`src/rtl/snn_pkg.sv`:
```
// snn_pkg: widths and event type shared by the router, spike arbiter and neuron core.
package snn_pkg;
    localparam int DEF_ID_WIDTH     = 16;
    localparam int DEF_WEIGHT_WIDTH = 8;
    localparam int CNT_W            = 16;
    typedef struct packed {
        logic [DEF_ID_WIDTH-1:0]     id;
        logic [DEF_WEIGHT_WIDTH-1:0] weight;
    } spike_evt_t;
    function automatic logic [CNT_W-1:0] sat_inc(input logic [CNT_W-1:0] c);
        return &c ? c : c + 1'b1;
    endfunction
endpackage

```
`src/rtl/spike_in_arbiter_if.sv`:
```
// spike_in_arbiter_if: source-side valid/ready channels plus the neuron-side spike_in handshake.
interface spike_in_arbiter_if
    import snn_pkg::*;
#(
    parameter int NUM_SRC      = 4,
    parameter int ID_WIDTH     = DEF_ID_WIDTH,
    parameter int WEIGHT_WIDTH = DEF_WEIGHT_WIDTH
);
    localparam int SRC_W = $clog2(NUM_SRC);
    logic [NUM_SRC-1:0]              src_valid;
    logic [NUM_SRC-1:0]              src_ready;
    logic [NUM_SRC*ID_WIDTH-1:0]     src_id;
    logic [NUM_SRC*WEIGHT_WIDTH-1:0] src_weight;
    logic                            out_valid;
    logic                            out_ready;
    logic [ID_WIDTH-1:0]             out_id;
    logic [WEIGHT_WIDTH-1:0]         out_weight;
    logic [SRC_W-1:0]                out_src;
    modport slave (
        input  src_valid, src_id, src_weight, out_ready,
        output src_ready, out_valid, out_id, out_weight, out_src
    );
    modport master (
        output src_valid, src_id, src_weight, out_ready,
        input  src_ready, out_valid, out_id, out_weight, out_src
    );
endinterface

```
`src/rtl/rr_arbiter.sv`:
```
// rr_arbiter: combinational round-robin select; first request at or above ptr, wrapping.
module rr_arbiter #(
    parameter int NUM_SRC = 4,
    parameter int SRC_W   = $clog2(NUM_SRC)
) (
    input  logic [NUM_SRC-1:0] req,
    input  logic [SRC_W-1:0]   ptr,
    output logic [NUM_SRC-1:0] gnt,
    output logic [SRC_W-1:0]   gnt_idx,
    output logic               any
);
    logic [SRC_W:0] idx;
    // scan from the farthest offset down so the nearest request wins
    always_comb begin
        gnt_idx = '0;
        idx = '0;
        for (int i = NUM_SRC - 1; i >= 0; i--) begin
            idx = {1'b0, ptr} + (SRC_W+1)'(i);
            idx = idx >= (SRC_W+1)'(NUM_SRC) ? idx - (SRC_W+1)'(NUM_SRC) : idx;
            gnt_idx = req[idx[SRC_W-1:0]] ? idx[SRC_W-1:0] : gnt_idx;
        end
    end
    assign any = |req;
    assign gnt = any ? NUM_SRC'(1) << gnt_idx : '0;
endmodule

```
`src/rtl/spike_in_arbiter.sv`:
```
// spike_in_arbiter: round-robin share of a LIF core's spike input among NUM_SRC sources,
// with a one-entry registered output stage and a saturating delivered-event counter.
module spike_in_arbiter
    import snn_pkg::*;
#(
    parameter int NUM_SRC      = 4,
    parameter int ID_WIDTH     = DEF_ID_WIDTH,
    parameter int WEIGHT_WIDTH = DEF_WEIGHT_WIDTH,
    parameter int SRC_W        = $clog2(NUM_SRC)
) (
    input  logic             clk,
    input  logic             rst_n,
    input  logic             enable,
    input  logic             cnt_clear,
    output logic [CNT_W-1:0] fwd_count,
    spike_in_arbiter_if.slave bus
);
    logic [NUM_SRC-1:0]      gnt;
    logic [SRC_W-1:0]        gnt_idx, rr_ptr, out_src;
    logic                    any, free, grant, out_valid;
    logic [ID_WIDTH-1:0]     out_id;
    logic [WEIGHT_WIDTH-1:0] out_weight;
    rr_arbiter #(.NUM_SRC(NUM_SRC), .SRC_W(SRC_W)) u_rr (
        .req     (bus.src_valid),
        .ptr     (rr_ptr),
        .gnt     (gnt),
        .gnt_idx (gnt_idx),
        .any     (any)
    );
    assign free  = !out_valid || bus.out_ready;
    // rst_n term keeps src_ready low during reset even though the slot looks free
    assign grant = rst_n && enable && free && any;
    assign bus.src_ready  = grant ? gnt : '0;
    assign bus.out_valid  = out_valid;
    assign bus.out_id     = out_id;
    assign bus.out_weight = out_weight;
    assign bus.out_src    = out_src;
    always_ff @(posedge clk or negedge rst_n) begin
        if (!rst_n) begin
            out_valid  <= 1'b0;
            out_id     <= '0;
            out_weight <= '0;
            out_src    <= '0;
            rr_ptr     <= '0;
        end else if (grant) begin
            out_valid  <= 1'b1;
            out_id     <= bus.src_id[gnt_idx*ID_WIDTH +: ID_WIDTH];
            out_weight <= bus.src_weight[gnt_idx*WEIGHT_WIDTH +: WEIGHT_WIDTH];
            out_src    <= gnt_idx;
            rr_ptr     <= gnt_idx == SRC_W'(NUM_SRC - 1) ? '0 : gnt_idx + 1'b1;
        end else if (bus.out_ready) begin
            out_valid  <= 1'b0;
        end
    end
    always_ff @(posedge clk or negedge rst_n) begin
        if (!rst_n) fwd_count <= '0;
        else fwd_count <= cnt_clear ? '0 : (out_valid && bus.out_ready) ? sat_inc(fwd_count) : fwd_count;
    end
endmodule
```
`src/flat_wrapper.sv`:
```
// flat-port wrapper written by rule: the top's interface ports become plain ports
module spike_in_arbiter_flat import snn_pkg::*;
#(
    parameter int NUM_SRC      = 4,
    parameter int ID_WIDTH     = DEF_ID_WIDTH,
    parameter int WEIGHT_WIDTH = DEF_WEIGHT_WIDTH,
    parameter int SRC_W        = $clog2(NUM_SRC)
)
  (clk, rst_n, enable, cnt_clear, fwd_count, bus_src_valid, bus_src_id, bus_src_weight, bus_out_ready, bus_src_ready, bus_out_valid, bus_out_id, bus_out_weight, bus_out_src);
  spike_in_arbiter_if #(.NUM_SRC(NUM_SRC), .ID_WIDTH(ID_WIDTH), .WEIGHT_WIDTH(WEIGHT_WIDTH)) bus_i ();
  input  logic clk;
  input  logic rst_n;
  input  logic enable;
  input  logic cnt_clear;
  output logic [CNT_W-1:0] fwd_count;
  input wire logic [$bits(bus_i.src_valid)-1:0] bus_src_valid;
  input wire logic [$bits(bus_i.src_id)-1:0] bus_src_id;
  input wire logic [$bits(bus_i.src_weight)-1:0] bus_src_weight;
  input wire logic [$bits(bus_i.out_ready)-1:0] bus_out_ready;
  output wire logic [$bits(bus_i.src_ready)-1:0] bus_src_ready;
  output wire logic [$bits(bus_i.out_valid)-1:0] bus_out_valid;
  output wire logic [$bits(bus_i.out_id)-1:0] bus_out_id;
  output wire logic [$bits(bus_i.out_weight)-1:0] bus_out_weight;
  output wire logic [$bits(bus_i.out_src)-1:0] bus_out_src;
  assign bus_i.src_valid = bus_src_valid;
  assign bus_i.src_id = bus_src_id;
  assign bus_i.src_weight = bus_src_weight;
  assign bus_i.out_ready = bus_out_ready;
  assign bus_src_ready = bus_i.src_ready;
  assign bus_out_valid = bus_i.out_valid;
  assign bus_out_id = bus_i.out_id;
  assign bus_out_weight = bus_i.out_weight;
  assign bus_out_src = bus_i.out_src;
  spike_in_arbiter #(.NUM_SRC(NUM_SRC), .ID_WIDTH(ID_WIDTH), .WEIGHT_WIDTH(WEIGHT_WIDTH), .SRC_W(SRC_W)) u_core (.clk(clk), .rst_n(rst_n), .enable(enable), .cnt_clear(cnt_clear), .fwd_count(fwd_count), .bus(bus_i));
endmodule
```
`config.mk`:
```
export PLATFORM = sky130hd
export DESIGN_NAME = spike_in_arbiter_flat
export DESIGN_NICKNAME = d
export VERILOG_FILES = /design/src/rtl/snn_pkg.sv /design/src/rtl/spike_in_arbiter_if.sv /design/src/rtl/rr_arbiter.sv /design/src/rtl/spike_in_arbiter.sv /design/src/flat_wrapper.sv
export SDC_FILE = /design/constraint.sdc
export NUM_CORES = 1
export LEC_CHECK = 0
export CELL_PAD_IN_SITES_DETAIL_PLACEMENT = 0
export CELL_PAD_IN_SITES_GLOBAL_PLACEMENT = 1
export CORE_UTILIZATION = 25
export DETAILED_ROUTE_END_ITERATION = 7
export PLACE_DENSITY = 0.74
export SLEW_MARGIN = 10
export SYNTH_ARGS = -nofsm -noshare
export SYNTH_HDL_FRONTEND = slang
export SYNTH_SLANG_ARGS = --single-unit
```
`constraint.sdc`:
```
create_clock -name clk -period 4.3 [get_ports clk]
set_input_delay 0.86 -clock clk [delete_from_list [all_inputs] [get_ports clk]]
set_output_delay 0.86 -clock clk [all_outputs]
set_load 0.02 [all_outputs]
```
==> flow_summary.yaml, run 1 <==
clock_tree:
  cts_resized: 0
  htreeDepth: 2
  cts_sinks: 45
  post_cts_buffers: 0
  cts.path.max_buffers: 2
  cts_buffers: 5
  clkTransAtPathRegs_ns: 0.06
  ctsHoldBuffers: 0
  cts_tree: "built"
  clock_latency_ns: 0.28
  cts_root_buf: "clkbuf_16"
synth:
  ys_seq_elements: 45
  ys_warn_count: 0
  synth_area_sq_mm: 0.00320
  synth-seq-area-share: 0.352
  syn_inst: 321
  synth-edff-count: 0
  synth.avg_cell_area_sq_um: 9.96
  synth_fp_nets: 428
  ys.flop_type: "dfrtp_1"
  synth_cell_type_count: 49
  async_flop_share: 1.00
job:
  maxCapViolCount: 0
routing:
  wl_um: 10300
  drcViolationCount: 0
  first_pass_iters: 4
  via_per_inst: 4.87
  drt_iter0_markers: 218
  ant_nets: 0
  via_count: 3076
  avgRoutedWirePerCell_um: 16.3
global_route:
  grt_pass1_vias: 3128
  track_usage: 0.161
  antenna_found_initial: 0
  overflow: 0
  grt_pass1_wl_um: 16500
  grt_max_degree: 46
die:
  die_h_um: 115
  rows: 40
  initial_core_util: 0.261
  die_w_um: 115
  io-pin-count: 152
  core-area_sq_mm: 0.0123
  fp.dieArea_sq_mm: 0.0132
placement:
  port_buffers: 151
  dpl-instance-area_sq_mm: 0.00484
  place_congestion: 0.831
  dp_hpwl_um: 7420
worst_setup_path:
  cp_data_arrival_time_ns: 3.01
  regToRegEndpoint: "u_core.bus.out_id[8]$_DFFE_PN0P_"
  slowest_delay_ns: 0.60
  path_max_fanout: 7
  path_class: "input pin to output port"
  critPathCaptureType: "output port"
  cp_top_family: "buffers and inverters"
  critPathLaunch: "bus_src_valid[1]"
  rr_worst_depth: 5
  ff2ff_setup_slack_ns: 2.24
  cp.required_ns: 3.44
  worst-path-stages: 8
  crit_chain: "clkdlybuf4s50_1, a21boi_1, o22a_2, nand2_8, inv_1, ha_1, and2_2, clkdlybuf4s50_1"
  cp.buffers_inverters: 3
  crit_top_cell: "clkdlybuf4s50_1"
  crit_end: "bus_src_ready[3]"
  worstSetupStartpointType: "input pin"
  cp_slowest_cell: "clkdlybuf4s50_1"
  reg2reg_from: "u_core.rr_ptr[1]$_DFFE_PN0P_"
timing:
  finalSetupTns_ns: 0
  min_period_ns: 3.87
  fin_crit_sh: 0.901
  rsz0062_at_grt: "false"
  relSlewSlack: 0.569
  setup_viol: 0
  drv_slew: 0
  max_clock_freq_mhz: 258
  clock_skew_ns: 0.00533
  hold_slack_ns: 0.489
  hold_violations: 0
  tightest_slew_ns: 0.645
power:
  p_per_area_mw_per_mm2: 379
  leakage_nw: 2.01
  peakVddDrop_mv: 0.149
layout:
  drive_gt1_frac: 0.157
  fin_area_sq_mm: 0.00499
  syn_to_final_growth_pct: 56.0
  final_nets: 571
  antennaDiodeCount: 0
min_path:
  hp-class: "register to register"
status:
  status: "finished, final reports clean"
==> cell usage in the layout, fill, tap and decap left out, drive strengths merged, types with 10 or more instances in the layout <==
master	instances
nand3	28
a21bo	24
mux2i	26
o211ai	26
buf	10
nand2	36
o21ai	31
clkdlybuf4s50	150
nor2	18
dfrtp	45
==> through the flow <==
step / utilization / std cells / setup WS [ns] / power [W]
finish: 0.407 / 632 / 0.426 / 0.00189
global placement: 0.395 / 625 / 0.455 / 0.00151
CTS: 0.407 / 632 / 0.424 / 0.00192
floorplan: - / 321 / 1.32 / 0.00112
detailed placement: 0.395 / 625 / 0.429 / 0.00152
global route: 0.407 / 632 / 0.315 / 0.00200
==> cells by family (layout without fill, tap and decap cells) <==
group	Yosys count	after routing	share of synthesized area
xor+xnor	14	14	0.0384
compound gates	93	93	0.288
mux	26	26	0.0814
simple gates	114	114	0.182
flops	45	45	0.352
fa+ha+maj	2	2	0.00783
buf+inv	27	170	0.0505
==> synth_stat cells, types with 2 or more instances <==
master / count / share of area
a21bo_2: 5 / 0.016
a21bo_4: 18 / 0.092
a21o_1: 2 / 0.0047
a21oi_1: 3 / 0.0047
and2_1: 2 / 0.0039
and4_1: 2 / 0.0055
buf_2: 6 / 0.0094
buf_4: 4 / 0.0094
buf_6: 5 / 0.018
clkbuf_1: 9 / 0.011
dfrtp_1: 45 / 0.35
ha_1: 2 / 0.0078
inv_1: 3 / 0.0035
mux2i_1: 26 / 0.081
nand2_1: 34 / 0.040
nand3_1: 28 / 0.044
nand4_1: 4 / 0.0078
nor2_1: 18 / 0.021
nor3_1: 8 / 0.013
nor4_1: 4 / 0.0078
o211ai_1: 6 / 0.014
o211ai_2: 20 / 0.078
o21ai_0: 26 / 0.041
o21ai_1: 4 / 0.0063
xnor2_1: 6 / 0.016
xor2_1: 8 / 0.022
==> flip-flops by register name, summed over array words and instances (netlist names) <==
| register | cells |
|---|---|
| u_core.bus.out_src | 2 |
| u_core.bus.out_valid | 1 |
| u_core.bus.out_id | 16 |
| u_core.fwd_count | 16 |
| u_core.bus.out_weight | 8 |
| u_core.rr_ptr | 2 |
==> area by class of cell <==
type / count / area, sq um
Sequential cell: 45 / 1130
Timing Repair Buffer: 160 / 1570
Fill cell: 1234 / 7270
Tap cell: 168 / 210
Clock buffer: 7 / 143
Multi-Input combinational cell: 249 / 1920
Inverter: 3 / 11.3
==> power by group <==
part	internal (W)	switching [W]	total [W]	leakage [nW]
clock	0.000229	0.000157	0.000385	0.0700
sequential	0.000524	0.0000654	0.000589	0.583
combinational	0.000447	0.000468	0.000916	1.36
==> worst register-to-register path, cell delays in order, from the launching register on <==
cell and delay, ns:
dfrtp_1 0.48, or3b_1 0.53, nand2_8 0.13, buf_4 0.37, mux2i_1 0.33, o211ai_2 0.10
==> how the worst min path moves through the flow <==
| stage | startpoint | cells past startpoint | slack, ns | end |
|---|---|---|---|---|
| after floorplan | u_core.rr_ptr[0]$_DFFE_PN0P_ | 2 | 0.54 | u_core.rr_ptr[0]$_DFFE_PN0P_ |
| after global placement | u_core.bus.out_weight[3]$_DFFE_PN0P_ | 2 | 0.48 | u_core.bus.out_weight[3]$_DFFE_PN0P_ |
| after detailed placement | u_core.bus.out_src[0]$_DFFE_PN0P_ | 1 | 0.48 | u_core.bus.out_src[0]$_DFFE_PN0P_ |
| after CTS | u_core.bus.out_src[0]$_DFFE_PN0P_ | 1 | 0.49 | u_core.bus.out_src[0]$_DFFE_PN0P_ |
| after global routing | u_core.bus.out_id[6]$_DFFE_PN0P_ | 2 | 0.50 | u_core.bus.out_id[6]$_DFFE_PN0P_ |
| final | u_core.bus.out_src[0]$_DFFE_PN0P_ | 1 | 0.49 | u_core.bus.out_src[0]$_DFFE_PN0P_ |
==> per-layer routing <==
| metal | wire length [um] | global-route usage |
|---|---|---|
| met4 | 108 | 0.0381 |
| met5 | 0 | 0 |
| met1 | 4570 | 0.206 |
| met3 | 734 | 0.0411 |
| met2 | 4870 | 0.271 |
Note: power is estimated with default switching activity, not from simulation.
==> run 2: changes to the inputs <==
--- a/config.mk
+++ b/config.mk
@@ -7,9 +7,9 @@
 export LEC_CHECK = 0
 export CELL_PAD_IN_SITES_DETAIL_PLACEMENT = 0
 export CELL_PAD_IN_SITES_GLOBAL_PLACEMENT = 1
-export CORE_UTILIZATION = 25
+export CORE_UTILIZATION = 30
 export DETAILED_ROUTE_END_ITERATION = 7
-export PLACE_DENSITY = 0.74
+export PLACE_DENSITY = 0.86
 export SLEW_MARGIN = 10
 export SYNTH_ARGS = -nofsm -noshare
 export SYNTH_HDL_FRONTEND = slang
==> flow_summary.yaml, run 2 (same netlist as run 1, synthesis figures left out) <==
layout:
  fin_area_sq_mm: 0.00487
  reg_top3: "u_core.bus.out_id x16, u_core.fwd_count x16, u_core.bus.out_weight x8"
  syn_to_final_growth_pct: 52.4
  drive_gt1_frac: 0.152
  final_nets: 569
  layout_commonest_cell: "clkdlybuf4s50_1"
  mostFrequentLayoutCells: "150 x clkdlybuf4s50_1, 45 x dfrtp_1, 34 x nand2_1, 28 x nand3_1"
  antennaDiodeCount: 0
clock_tree:
  ctsHoldBuffers: 0
  htreeDepth: 2
  cts_sinks: 45
  cts_resized: 0
  post_cts_buffers: 0
  cts.path.max_buffers: 2
  cts_root_buf: "clkbuf_8"
  clock_latency_ns: 0.29
  clkTransAtPathRegs_ns: 0.08
  cts_buffers: 5
  cts_tree: "built"
placement:
  dp_hpwl_um: 6940
  place_congestion: 0.818
  port_buffers: 151
  dpl-instance-area_sq_mm: 0.00479
worst_setup_path:
  cp.buffers_inverters: 2
  cp_data_arrival_time_ns: 3.13
  crit_top_cell: "clkdlybuf4s50_1"
  cp_top_family: "buffers and inverters"
  crit_chain: "clkdlybuf4s50_1, or4_4, and4_4, o221a_4, and2_1, clkdlybuf4s50_1"
  slowest_delay_ns: 0.56
  cp.required_ns: 3.44
  path_class: "input pin to output port"
  worstSetupStartpointType: "input pin"
  critPathCaptureType: "output port"
  cp_slowest_cell: "or4_4"
  path_max_fanout: 26
min_path:
  hp-class: "register to register"
global_route:
  antenna_found_initial: 0
  grt_pass1_vias: 3083
  grt_pass1_wl_um: 15400
  track_usage: 0.176
  overflow: 0
  grt_max_degree: 47
timing:
  clock_skew_ns: 0.00510
  hold_violations: 0
  drv_slew: 0
  tightest_slew_ns: 0.983
  setup_viol: 0
  finalSetupTns_ns: 0
  rsz0062_at_grt: "false"
  relSlewSlack: 0.345
  max_clock_freq_mhz: 250
  fin_crit_sh: 0.929
  min_period_ns: 3.99
power:
  p_switching_w: 0.000672
  pwr-share-clk: 0.150
  power_frac_comb: 0.513
  finalPower_w: 0.00177
  p_sw_frac: 0.381
  p_per_area_mw_per_mm2: 363
  seq_power_share: 0.338
  p_int_w: 0.00109
  leakage_nw: 1.98
  peakVddDrop_mv: 0.184
die:
  fp.dieArea_sq_mm: 0.0111
  die_w_um: 105
  core-area_sq_mm: 0.0103
  io-pin-count: 152
  initial_core_util: 0.310
  die_h_um: 105
  rows: 37
routing:
  wl_met1_um: 3930
  drcViolationCount: 0
  dr.max_layer_used: "met4"
  ant_nets: 0
  via_per_inst: 5.06
  via_count: 3025
  wl_um: 9590
  first_pass_iters: 4
  route.met3.wl_um: 633
  avgRoutedWirePerCell_um: 16.0
  met2_length_um: 4920
  drt_iter0_markers: 95
job:
  maxCapViolCount: 0
status:
  status: "finished, final reports clean"
[run 2: worst paths after layout]
check                                                        from                           endpoint  slack [ns]  cells past startpoint
worst max-delay path                             bus_src_valid[3]                   bus_src_ready[2]        0.31                      6
min in group asynchronous                                   rst_n   u_core.bus.out_valid$_DFFE_PN0P_        0.70                      2
worst max register to register       u_core.rr_ptr[1]$_DFFE_PN0P_   u_core.bus.out_id[8]$_DFFE_PN0P_        2.11                      5
max in group asynchronous                                   rst_n   u_core.fwd_count[13]$_DFFE_PN0P_        3.21                      2
worst min register to register  u_core.bus.out_src[0]$_DFFE_PN0P_  u_core.bus.out_src[0]$_DFFE_PN0P_        0.49                      1
worst min-delay path            u_core.bus.out_src[0]$_DFFE_PN0P_  u_core.bus.out_src[0]$_DFFE_PN0P_        0.49                      1
[run 2: layout make-up]
cell class / count / area [sq um]
clock buffers: 7 / 86.3
fillers: 964 / 5450
inverters: 3 / 11.3
multi-input cells: 249 / 1920
flip-flops and latches: 45 / 1130
well taps: 136 / 170
repair buffers: 158 / 1560
[run 2: metal layers]
layer / GRT usage / vias up
li1: - / 1446
met1: 0.208 / 1442
met2: 0.317 / 125
met3: 0.0414 / 12
met4: 0.0463 / 0
met5: 0 / -
[run 2: metrics by stage]
stage               std cells  worst slack [ns]  hold WS (ns)  utilization
floorplan                 321              1.32         0.543            -
detailed placement        591             0.322         0.469        0.464
global placement          591             0.352         0.468        0.464
finish                    598             0.307         0.492        0.472
global route              598             0.229         0.510        0.472
CTS                       598             0.314         0.494        0.472
[run 2: power by group through the flow]
stage | clock [W] | sequential (W) | combinational (W)
4_1_cts | 0.000275 | 0.000597 | 0.000914
2_1_floorplan | 0 | 0.000701 | 0.000419
3_5_place_dp | 0 | 0.000601 | 0.000913
3_3_place_gp | 0 | 0.000602 | 0.000894
5_1_grt | 0.000290 | 0.000610 | 0.000972
6_report | 0.000264 | 0.000597 | 0.000905
==> run 3: changes to the inputs <==
--- a/config.mk
+++ b/config.mk
@@ -10,7 +10,7 @@
 export CORE_UTILIZATION = 30
 export DETAILED_ROUTE_END_ITERATION = 7
 export PLACE_DENSITY = 0.86
-export SLEW_MARGIN = 10
+export SLEW_MARGIN = 15
 export SYNTH_ARGS = -nofsm -noshare
 export SYNTH_HDL_FRONTEND = slang
 export SYNTH_SLANG_ARGS = --single-unit
==> results of run 3 <==
No change in the layout: final DEF, timing and power equal those of run 2.
